`src/rtl/ifu_fetch_queue.sv`:
```
// Fetch PC register plus a DEPTH-entry {pc, instr} queue feeding decode; 1-cycle fetch-to-decode latency, no bypass.
// Backpressure: full or stall blocks pushes and holds fetch_pc; redirect flushes and overrides everything.
// Optional alignment flag per entry when IFU_ALIGN_CHECK_EN is defined; otherwise out_adel is tied to 0.
module ifu_fetch_queue #(
  parameter int              PC_W     = 32,
  parameter logic [PC_W-1:0] RESET_PC = 32'h0000_3000,
  parameter int              INC      = 4,
  parameter int              DEPTH    = 4,
  parameter int              INSTR_W  = 32,
  localparam int             PTR_W    = $clog2(DEPTH),
  localparam int             CNT_W    = PTR_W + 1
) (
  input  logic               clk,
  input  logic               reset,
  input  logic               stall,
  input  logic               redirect_valid,
  input  logic [PC_W-1:0]    redirect_pc,
  output logic [PC_W-1:0]    fetch_pc,
  input  logic [INSTR_W-1:0] im_rdata,
  output logic               out_valid,
  input  logic               out_ready,
  output logic [PC_W-1:0]    out_pc,
  output logic [INSTR_W-1:0] out_instr,
  output logic               out_adel,
  output logic [CNT_W-1:0]   count,
  output logic               full
);

  logic [PC_W-1:0]    fetch_pc_q, fetch_pc_d;
  logic [PTR_W-1:0]   head_q, head_d;
  logic [PTR_W-1:0]   tail_q, tail_d;
  logic [CNT_W-1:0]   count_q, count_d;
  logic               push, pop;

  logic [PC_W-1:0]    pc_mem    [DEPTH];
  logic [INSTR_W-1:0] instr_mem [DEPTH];

  assign full      = (count_q == CNT_W'(DEPTH));
  assign out_valid = (count_q != '0);
  assign push      = !redirect_valid && !stall && !full;
  assign pop       = out_valid && out_ready && !redirect_valid;

  always_comb begin
    fetch_pc_d = fetch_pc_q;
    head_d     = head_q;
    tail_d     = tail_q;
    count_d    = count_q;
    if (redirect_valid) begin
      fetch_pc_d = redirect_pc;
      head_d     = '0;
      tail_d     = '0;
      count_d    = '0;
    end else begin
      if (push) begin
        tail_d     = tail_q + PTR_W'(1);
        fetch_pc_d = fetch_pc_q + PC_W'(INC);
      end
      if (pop) begin
        head_d = head_q + PTR_W'(1);
      end
      case ({push, pop})
        2'b10:   count_d = count_q + CNT_W'(1);
        2'b01:   count_d = count_q - CNT_W'(1);
        default: count_d = count_q;
      endcase
    end
  end

  always_ff @(posedge clk or negedge reset) begin
    if (!reset) begin
      fetch_pc_q <= RESET_PC;
      head_q     <= '0;
      tail_q     <= '0;
      count_q    <= '0;
    end else begin
      fetch_pc_q <= fetch_pc_d;
      head_q     <= head_d;
      tail_q     <= tail_d;
      count_q    <= count_d;
    end
  end

  // Entry payload needs no reset: out_* are masked whenever the queue is empty.
  always_ff @(posedge clk) begin
    if (push) begin
      pc_mem[tail_q]    <= fetch_pc_q;
      instr_mem[tail_q] <= im_rdata;
    end
  end

  assign fetch_pc  = fetch_pc_q;
  assign count     = count_q;
  assign out_pc    = out_valid ? pc_mem[head_q]    : '0;
  assign out_instr = out_valid ? instr_mem[head_q] : '0;

`ifdef IFU_ALIGN_CHECK_EN
  logic adel_mem [DEPTH];

  always_ff @(posedge clk) begin
    if (push) begin
      adel_mem[tail_q] <= |fetch_pc_q[1:0];
    end
  end

  assign out_adel = out_valid ? adel_mem[head_q] : 1'b0;
`else
  assign out_adel = 1'b0;
`endif

endmodule

```
`config.mk`:
```
export PLATFORM = sky130hd
export DESIGN_NAME = ifu_fetch_queue
export DESIGN_NICKNAME = d
export VERILOG_FILES = /design/src/rtl/ifu_fetch_queue.sv
export SDC_FILE = /design/constraint.sdc
export NUM_CORES = 1
export LEC_CHECK = 0
export ABC_AREA = 1
export CORE_MARGIN = 10
export CORE_UTILIZATION = 55
export DETAILED_ROUTE_END_ITERATION = 6
export PLACE_DENSITY = 0.92
export SLEW_MARGIN = 20
export SYNTH_ARGS = -nofsm -noshare
export SYNTH_HDL_FRONTEND = slang
export SYNTH_SLANG_ARGS = --single-unit
```
`constraint.sdc`:
```
create_clock -name clk -period 4.8 [get_ports clk]
set_clock_uncertainty 0.05 [all_clocks]
set_input_delay 0.96 -clock clk [delete_from_list [all_inputs] [get_ports clk]]
set_output_delay 0.96 -clock clk [all_outputs]
set_load 0.005 [all_outputs]
```
---- Word level (Yosys, flattened, before mapping) ----
Memory sizes are Yosys's and may differ from the RTL's.
Index checks and enable logic that the tools add are counted.
cells by class
  equal/unequal tests ..................... 3
  reduce and logical (&&, ||, !) cells .... 11
  mux-type cells .......................... 12
  $add $sub $neg .......................... 5
operator list
  kind                   count
  $mux 32                4
  $add 32x3->32 const B  1
  $mux 2                 4
  $pmux 3 s2             1
  $reduce_bool 3->1      2
  $add 2x1->2 const B    2
  $logic_and 1x1->1      4
  $reduce_bool 2->1      2
  $add 3x1->3 const B    1
  $eq 3x3->1 const B     1
  $logic_not 1->1        3
  $mux 3                 1
  $sub 3x1->3 const B    1
  $eq 2x1->1 const B     1
  $eq 2x2->1 const B     1
  $mux 1                 2
storage, ports and cells
  logic and storage cells ................. 37
  memories kept ........................... 2
  register bits after elaboration ......... 39
  memory bits (writable) .................. 256
  input bits .............................. 69
memory list
  name       depth  width  rd ports  clocked after memory_dff  wr ports  RTL line  RTL
  instr_mem  4      32     1         0                         1         36        logic [INSTR_W-1:0] instr_mem [DEPTH];
  pc_mem     4      32     1         0                         1         35        logic [PC_W-1:0] pc_mem [DEPTH];

---- Depth between registers and ports, before layout ----
Gate-level depths: netlist (run 1).
  depth in word-level cells ............... 6
  depth in mapped cells ................... 13

---- Worst setup path before layout (run 1) ----
No wires, ideal clock.
  kind .................................... in2reg
  start point ............................. in redirect_valid
  end point ............................... mem instr_mem[0][0], enable pin
  arrival time ............................ 4163 ps
  stages on the path ...................... 5
  buffers on the path ..................... 2
  data required time ...................... 4264 ps
  setup slack ............................. 101 ps
  cell sequence ........................... buf_2 > nor2_4 > nand2_4 > buf_2 > nor2_1
between the ends
  word-level cells in the longest chain between the ends .. 5
ends and longest elaborated chain
  item                            RTL line  RTL
  start, declared                 16        input logic redirect_valid,
  $logic_not 1->1                 40        assign push = !redirect_valid && !stall && !full;
  $logic_and 1x1->1 (2 in a row)  40
  $mux 1                          85        if (push) begin
  $mux 1 (not written as such)    87        instr_mem[tail_q] <= im_rdata;
  end, declared                   36
Every way passes these cells.

---- Worst setup path after layout (run 1) ----
  start point ............................. reg count_q[0], in the netlist count[0]
  end point ............................... out out_pc[0]
between the ends
  word-level cells in the longest chain between the ends .. 2
ends and longest elaborated chain
  item                    RTL line  RTL
  start, declared         32        logic [CNT_W-1:0] count_q, count_d;
  start signal, assigned  79        count_q <= count_d;
  $reduce_bool 3->1       39        assign out_valid = (count_q != '0);
  $mux 32                 93        assign out_pc = out_valid ? pc_mem[head_q] : '0;
  end, declared           22        output logic [PC_W-1:0] out_pc,
Every way passes these cells.

==> tab_implementation.tex, run 1 <==
\begin{tabular}{lr}
\hline
Metric & Value \\
\hline
\multicolumn{2}{l}{\textbf{Routing}} \\
\quad Final wirelength & 31640 µm \\
\quad Final routed DRC violation total & 0 \\
\quad Routed vias/inst & 5.602 \\
\quad Routed wirelength normalized by instance count & 19.14 µm \\
\quad Detailed Routing Iterations Pass 1 & 6 \\
\quad First-iteration detailed-routing DRC count & $\sim$1000 \\
\quad Total via count after detailed routing & between 9000 and 10000 \\
\quad Count of antenna-violating nets left after detailed routing & 0 \\
\multicolumn{2}{l}{\textbf{Synth}} \\
\quad Total of flip-flops plus latches after synthesis & 295 \\
\quad Mapped Area & 0.01273 mm² \\
\quad Number of flops mapped to enable cells by yosys & 256 \\
\quad Count of distinct cell types in the synthesized netlist & 38 \\
\quad Post-synthesis average cell area & around 11 µm² \\
\quad Number of cells produced by synthesis & 1196 \\
\quad Number of synthesis warnings & 0 \\
\quad Mapped Nets & $\sim$1300 \\
\quad Synth async-reset ratio & 13.22\% \\
\quad Top FF cell, synth & edfxtp\_1 \\
\quad Sequential element share of the synthesized area & between 60\% and 70\% \\
\multicolumn{2}{l}{\textbf{Clocking}} \\
\quad Maximum count of clock buffers along a single path & 3 \\
\quad Clk sinks & 295 \\
\quad Clock buffers created by TritonCTS & 28 \\
\quad Total of cells resized after clock tree synthesis & 0 \\
\quad Htree depth & 1 \\
\quad Clock root cell & clkbuf\_16 \\
\quad CTS Hold Buffers Added & 0 \\
\quad Clock transition at the register clock pins on the worst setup and hold paths after CTS & 60 ps \\
\quad Clock latency at the later pin of the worst-skew pair & between 500 and 600 ps \\
\quad Setup Buffers After CTS & 0 \\
\quad Clock tree from TritonCTS & done \\
\multicolumn{2}{l}{\textbf{Worst hold path}} \\
\quad Classification of the worst-slack hold path & input port to async pin \\
\multicolumn{2}{l}{\textbf{Final layout}} \\
\quad Final std cells w/o fill & 1653 \\
\quad Register area & just under 0.009 mm² \\
\quad Ratio of cells with drive above 1 in the final layout & 7.456\% \\
\quad Total number of nets in the final design & 1423 \\
\quad Number of diodes added for antenna fixing & 0 \\
\quad Area growth, synth to finish & 22.37\% \\
\quad Area of combinational cells with multiple inputs & 0.003591 mm² \\
\quad Filler Cells Inserted & 1566 \\
\multicolumn{2}{l}{\textbf{Setup path}} \\
\quad Kind of critical path & flip-flop to output port \\
\quad Category of the worst setup path launch point & flip-flop \\
\quad Launch instance of the worst register-to-register path & count[0] \\
\quad Critical Path Sink Type & output port \\
\quad Arrival time at the worst endpoint & 2940 ps \\
\quad End of the worst register-to-register path & pc\_mem[1][14] \\
\quad Register-to-Register Setup Slack & 2620 ps \\
\quad Maximum fanout encountered on the critical timing path & 35 \\
\quad Cell count of the worst reg-to-reg path & 5 \\
\quad Critical Path RT & 3790 ps \\
\multicolumn{2}{l}{\textbf{Timing}} \\
\quad Total count of max-transition violations in the final report & 0 \\
\quad Headroom to the max-slew limit & between 30 and 40\% \\
\quad Count of final setup violators & 0 \\
\quad Slew of the pin with the lowest slew margin & 912.3 ps \\
\quad Post-route clock period utilization & 82.23\% \\
\quad Post-route setup TNS & 0 ps \\
\quad Shortest clock period the worst path allows after layout & 3947 ps \\
\quad Number of hold violations in the final report & 0 \\
\quad RSZ-0062 raised after global routing & false \\
\quad Max Clk Rate & between 200 and 300 MHz \\
\multicolumn{2}{l}{\textbf{GRT}} \\
\quad Maximum number of pins on one net before global-route repair & 81 \\
\quad Overall Global Routing Usage & 20.90\% \\
\quad Leftover overflow at the end of global routing & 0 \\
\quad Via count of the first global-routing pass & a little over 9000 \\
\quad First-pass GRT wire length & 48810 µm \\
\quad Number of antenna violations at the first check in global routing & 0 \\
\multicolumn{2}{l}{\textbf{Power and ir drop}} \\
\quad Max rail drop VDD & around 0.27 mV \\
\quad Static leakage power & around 0.0057 µW \\
\quad PD cells & 388.0 mW/mm² \\
\multicolumn{2}{l}{\textbf{Placed design}} \\
\quad \# port buffers & 169 \\
\quad Detail Placement HPWL & just under 20000 µm \\
\quad Routability Congestion & 0.8854 \\
\quad Placed cells & 1603 \\
\multicolumn{2}{l}{\textbf{Floorplan}} \\
\quad Area inside the core boundary & roughly 0.023 mm² \\
\quad Floorplan die area & 0.02964 mm² \\
\quad Die X-Extent & about 170 µm \\
\quad Total number of placement rows & 55 \\
\quad IO Count & around 170 \\
\quad Die Height & about 170 µm \\
\quad Initial standard-cell utilization of the core & 56.07\% \\
\multicolumn{2}{l}{\textbf{Outcome}} \\
\quad Result of the run & finished, final reports clean \\
\multicolumn{2}{l}{\textbf{Flow run}} \\
\quad Max-Cap Viols & 0 \\
\hline
\end{tabular}
-- worst max-delay path, stage by stage (launching register included) --
cell,delay [ps]
dfrtp_1,450
nor2_4,180
nand2_2,100
inv_2,480
buf_4,540
a21oi_1,140
clkdlybuf4s50_1,480
-- final cells by class --
type	instances	area share, %
inverters	58	1.413
repair buffers	181	11.73
clock buffers	38	5.132
well taps	285	2.289
multi-input cells	784	23.05
clock inverters	12	0.7388
flip-flops and latches	295	55.65
-- state kept, by name (all words and copies together), names as in the netlist --
| register | count |
|---|---|
| fetch_pc | 32 |
| tail_q | 2 |
| head_q | 2 |
| instr_mem | 128 |
| pc_mem | 128 |
| count | 3 |
-- logic make-up (layout without fill, tap and decap cells) --
kind of cell,Yosys count,after routing,share of synthesized area (%)
other,1,1,0.02945
buffers and inverters,117,289,3.970
adder cells (fa/ha/maj),6,6,0.6486
AND/OR/NAND/NOR,536,536,17.28
AO/OA/AOI/OAI,233,233,9.464
XOR/XNOR,8,8,0.5503
flip-flops,295,295,68.06
-- metal layers --
layer  share of wire [%]  vias to the layer above  GRT usage (%)
met4                 2.0                        0          5.622
met5                   0                        -              0
met1                  39                     4389          26.84
li1                    -                     4342              -
met2                  49                      469          35.13
met3                 9.7                       60          4.583
-- power breakdown --
part,internal [µW],switching [µW]
Clock,1270,903
Sequential,2930,123
Combinational,361,458
Total,4560,1480
-- cell usage after synthesis (2+ instances only) --
master	count	share of area [%]
o21ai_1	3	0.12
inv_2	5	0.15
o21ai_0	146	5.7
clkbuf_1	21	0.62
edfxtp_1	256	60
buf_1	11	0.32
nand3_1	23	0.90
nand2_2	9	0.44
nor2_8	2	0.31
nand2_1	184	5.4
a21oi_1	69	2.7
inv_1	52	1.5
dfstp_2	2	0.41
dfrtp_1	37	7.3
ha_1	5	0.49
nand2_4	3	0.27
o211ai_1	5	0.29
xor2_1	7	0.48
o21bai_1	5	0.29
buf_4	10	0.59
nor2_1	296	8.7
buf_2	16	0.63
nor2_4	6	0.53
nor2_2	9	0.44
-- per-stage QoR --
step           hold WS [ps]  cell area [µm²]  util (%)  total power, µW  setup slack, ps
3_3_place_gp          542.0            14670     64.58             3886             1472
2_1_floorplan         468.4            12730         -             3464            100.8
6_report              514.6            15580     68.61             6044            853.1
5_1_grt               550.7            15580     68.61             6272            712.6
4_1_cts               512.5            15580     68.61             6071            831.8
3_5_place_dp          548.5            14670     64.58             3922             1407
-- worst max-delay path by stage --
stage,endpoint,from,slack [ps]
final,out_pc[0],count[0],850
after CTS,out_pc[4],count[0],830
after global routing,out_pc[0],count[0],710
after floorplan,instr_mem[0][0],redirect_valid,100
after detailed placement,out_pc[4],count[0],1410
after global placement,out_pc[4],count[0],1470
-- cell usage in the layout (no fill, tap or decap), types with 6 or more instances in the layout --
cell / netlist / layout
nor2_1: 296 / 292
clkbuf_16: 0 / 29
nor2_2: 9 / 9
nand2_1: 184 / 184
clkinv_2: 1 / 6
clkdlybuf4s50_1: 0 / 168
dfrtp_1: 37 / 35
a21oi_1: 69 / 69
xor2_1: 7 / 7
edfxtp_1: 256 / 256
nand3_1: 23 / 23
inv_1: 52 / 51
nand2_2: 9 / 9
o21ai_0: 146 / 146
nor2_4: 6 / 10
buf_4: 10 / 8
(Power assumes the default switching activity.)
==> run 2: changes to the inputs <==
==> constraint.sdc (replaced) <==
create_clock -name clk -period 4.1 [get_ports clk]
set_clock_uncertainty 0.05 [all_clocks]
set_input_delay 0.82 -clock clk [delete_from_list [all_inputs] [get_ports clk]]
set_output_delay 0.82 -clock clk [all_outputs]
set_load 0.005 [all_outputs]
==> tab_implementation.tex, run 2 (synthesized netlist as in run 1, its figures left out) <==
\begin{tabular}{lr}
\hline
Metric & Value \\
\hline
\multicolumn{2}{l}{\textbf{Final layout}} \\
\quad Most common library cell in the layout ignoring fill and taps & nor2\_1 (unchanged) \\
\quad Top library cells by usage in the layout, fill and taps aside & nor2\_1, edfxtp\_1, nand2\_1 (unchanged) \\
\quad Filler Cells Inserted & 1522 (was 1566) \\
\quad Share of the core filled with cells & 69.63\% (was 68.61\%) \\
\quad Ratio of cells with drive above 1 in the final layout & 8.224\% (was 7.456\%) \\
\quad Final std cells w/o fill & 1659 (was 1653) \\
\quad Final standard cell area without fillers & 0.01581 mm² (was 0.01558 mm²) \\
\quad Total number of nets in the final design & 1427 (was 1423) \\
\quad Area growth, synth to finish & 24.19\% (was 22.37\%) \\
\quad Number of diodes added for antenna fixing & 0 (unchanged) \\
\multicolumn{2}{l}{\textbf{Power and ir drop}} \\
\quad PD cells & 481.4 mW/mm² (was 388.0 mW/mm²) \\
\quad Net switching power of the design & 1824 µW (was 1484 µW) \\
\quad Combinational share of power & 12.7\% (was 13.5\%) \\
\quad P\_int & 5787 µW (was 4560 µW) \\
\quad Clock group share of total power & 40.3\% (was 35.9\%) \\
\quad Static leakage power & 0.005804 µW (was 0.005706 µW) \\
\quad Power share of the sequential group & 47.0\% (was 50.5\%) \\
\quad Max rail drop VDD & 0.2855 mV (was 0.2742 mV) \\
\quad Share of total power consumed by net switching & 23.97\% (was 24.55\%) \\
\quad Tot Pwr & 7612 µW (was 6044 µW) \\
\multicolumn{2}{l}{\textbf{Setup path}} \\
\quad Critical Path RT & 3230 ps (was 3790 ps) \\
\quad Peak per-stage delay on the critical path & 550 ps (was 540 ps) \\
\quad Maximum fanout encountered on the critical timing path & 42 (was 35) \\
\quad Kind of critical path & flip-flop to output port (unchanged) \\
\quad Category of the worst setup path launch point & flip-flop (unchanged) \\
\quad Worst-path cell chain & clkinv\_2 -> buf\_4 -> o21ai\_0 -> a21oi\_1 -> clkdlybuf4s50\_1 (was nor2\_4 -> nand2\_2 -> inv\_2 -> buf\_4 -> a21oi\_1 -> clkdlybuf4s50\_1) \\
\quad Arrival time at the worst endpoint & 2840 ps (was 2940 ps) \\
\quad Slowest CP cell & clkdlybuf4s50\_1 (was buf\_4) \\
\quad Critical Path Sink Type & output port (unchanged) \\
\multicolumn{2}{l}{\textbf{GRT}} \\
\quad Number of antenna violations at the first check in global routing & 0 (unchanged) \\
\quad Via count of the first global-routing pass & 9439 (was 9166) \\
\quad Overall Global Routing Usage & 21.47\% (was 20.90\%) \\
\quad Met3 usage in global routing & 4.469\% (was 4.583\%) \\
\quad Most utilized layer in the global route result & met2 (unchanged) \\
\quad Leftover overflow at the end of global routing & 0 (unchanged) \\
\quad First-pass GRT wire length & 50050 µm (was 48810 µm) \\
\quad Met2 global-route usage & 36.81\% (was 35.13\%) \\
\quad Maximum number of pins on one net before global-route repair & 130 (was 81) \\
\quad Met1 Resource Use GR & 26.62\% (was 26.84\%) \\
\multicolumn{2}{l}{\textbf{Floorplan}} \\
\quad Area inside the core boundary & 0.02271 mm² (unchanged) \\
\quad IO Count & 171 (unchanged) \\
\quad Floorplan die area & 0.02964 mm² (unchanged) \\
\quad Die X-Extent & 172.2 µm (unchanged) \\
\quad Total number of placement rows & 55 (unchanged) \\
\quad Initial standard-cell utilization of the core & 56.07\% (unchanged) \\
\quad Die Height & 172.2 µm (unchanged) \\
\multicolumn{2}{l}{\textbf{Routing}} \\
\quad Count of antenna-violating nets left after detailed routing & 0 (unchanged) \\
\quad First-iteration detailed-routing DRC count & 1115 (was 1011) \\
\quad Final routed DRC violation total & 0 (unchanged) \\
\quad Routed wirelength normalized by instance count & 19.68 µm (was 19.14 µm) \\
\quad Detailed Routing Iterations Pass 1 & 6 (unchanged) \\
\quad Final wirelength & 32660 µm (was 31640 µm) \\
\quad Routed vias/inst & 5.731 (was 5.602) \\
\quad Total via count after detailed routing & 9507 (was 9260) \\
\multicolumn{2}{l}{\textbf{Flow run}} \\
\quad Max-Cap Viols & 0 (unchanged) \\
\multicolumn{2}{l}{\textbf{Timing}} \\
\quad Number of hold violations in the final report & 0 (unchanged) \\
\quad Total count of max-transition violations in the final report & 0 (unchanged) \\
\quad Slew of the pin with the lowest slew margin & 932.2 ps (was 912.3 ps) \\
\quad Shortest clock period the worst path allows after layout & 3711 ps \\
\quad Headroom to the max-slew limit & 37.85\% (was 39.18\%) \\
\quad Final Worst Setup Slack & 389.0 ps (was 853.1 ps) \\
\quad RSZ-0062 raised after global routing & false (unchanged) \\
\quad Post-route clock period utilization & between 90\% and 100\% \\
\quad Count of final setup violators & 0 (unchanged) \\
\quad Max Clk Rate & 269.5 MHz \\
\multicolumn{2}{l}{\textbf{Clocking}} \\
\quad Clock root cell & clkbuf\_16 (unchanged) \\
\quad Clock transition at the register clock pins on the worst setup and hold paths after CTS & 70 ps (was 60 ps) \\
\quad Total of cells resized after clock tree synthesis & 0 (unchanged) \\
\quad CTS Hold Buffers Added & 0 (unchanged) \\
\quad Clock latency at the later pin of the worst-skew pair & 540 ps (about the same) \\
\quad Maximum count of clock buffers along a single path & 3 (unchanged) \\
\quad Clock tree from TritonCTS & done (unchanged) \\
\quad Clock buffers created by TritonCTS & 29 (was 28) \\
\quad Clk sinks & 295 (unchanged) \\
\quad Setup Buffers After CTS & 0 (unchanged) \\
\quad Htree depth & 1 (unchanged) \\
\multicolumn{2}{l}{\textbf{Worst hold path}} \\
\quad Classification of the worst-slack hold path & input port to async pin (unchanged) \\
\multicolumn{2}{l}{\textbf{Placed design}} \\
\quad Detail Placement HPWL & 19830 µm (was 19780 µm) \\
\quad Routability Congestion & 0.8581 (was 0.8854) \\
\quad Placed cells & 1606 (was 1603) \\
\quad Placed Area & 0.01470 mm² (was 0.01467 mm²) \\
\quad Minimum setup slack after placement & 927.0 ps (was 1407 ps) \\
\quad \# port buffers & 169 (unchanged) \\
\multicolumn{2}{l}{\textbf{Outcome}} \\
\quad Result of the run & finished, final reports clean (unchanged) \\
\hline
\end{tabular}
==> run 2: cell types whose count changed in the layout (fill, tap and decap cells not counted), sizes merged <==
| cell | before | now |
|---|---|---|
| inv | 56 | 57 |
| clkinvlp | 2 | 5 |
| bufinv | 2 | 10 |
| clkbuf | 38 | 30 |
| clkinv | 10 | 9 |
| buf | 13 | 16 |
==> run 2: power groups by stage <==
| stage | logic [µW] | registers (µW) | clock network (µW) |
|---|---|---|---|
| 2_1_floorplan | 466 | 3590 | 0 |
| 3_3_place_gp | 931 | 3620 | 0 |
| 3_5_place_dp | 963 | 3630 | 0 |
| 4_1_cts | 975 | 3570 | 3090 |
| 5_1_grt | 1060 | 3590 | 3210 |
| 6_report | 969 | 3580 | 3070 |
==> run 2: final cells by class <==
cell class                 count  area, µm²  share of cell area, %
clock buffer                  30      729.5                  4.613
multi-input combinational    784       3591                  22.71
timing repair buffer         184       1862                  11.77
sequential                   295       8671                  54.83
tap                          285      356.6                  2.255
inverter                      58      220.2                  1.393
clock inverter                23      382.9                  2.421
==> run 2: stage by stage <==
step                      hold slack, ps  TNS, ps
after floorplan                    468.4  -117560
after global placement             532.0        0
after detailed placement           545.1        0
after CTS                          385.7        0
after global routing               425.8        0
final                              368.4        0
==> run 2: worst paths after layout <==
path	startpoint	cells past startpoint	to	slack, ps
worst max-delay path	head_q[0]	5	out_pc[27]	390
worst min-delay path	reset	1	fetch_pc[28]	370
worst max register to register	count[0]	12	count[2]	1950
worst min register to register	fetch_pc[12]	0	pc_mem[1][12]	560
max in group asynchronous	reset	1	head_q[0]	2950
min in group clk	fetch_pc[12]	0	pc_mem[1][12]	560
==> run 2: worst max-delay path: cells and delay by family (launching register included) <==
family / cells / cell delay [ps]
buffers and inverters: 3 / 1340
AO/OA/AOI/OAI: 2 / 440
flip-flops: 1 / 500
==> run 2: metal layers <==
metal,vias up,share of wire [%],routed length [µm]
li1,4363,-,-
met1,4578,39,12640
met2,498,50,16180
met3,68,9.4,3068
met4,0,2.4,774
met5,-,0,0
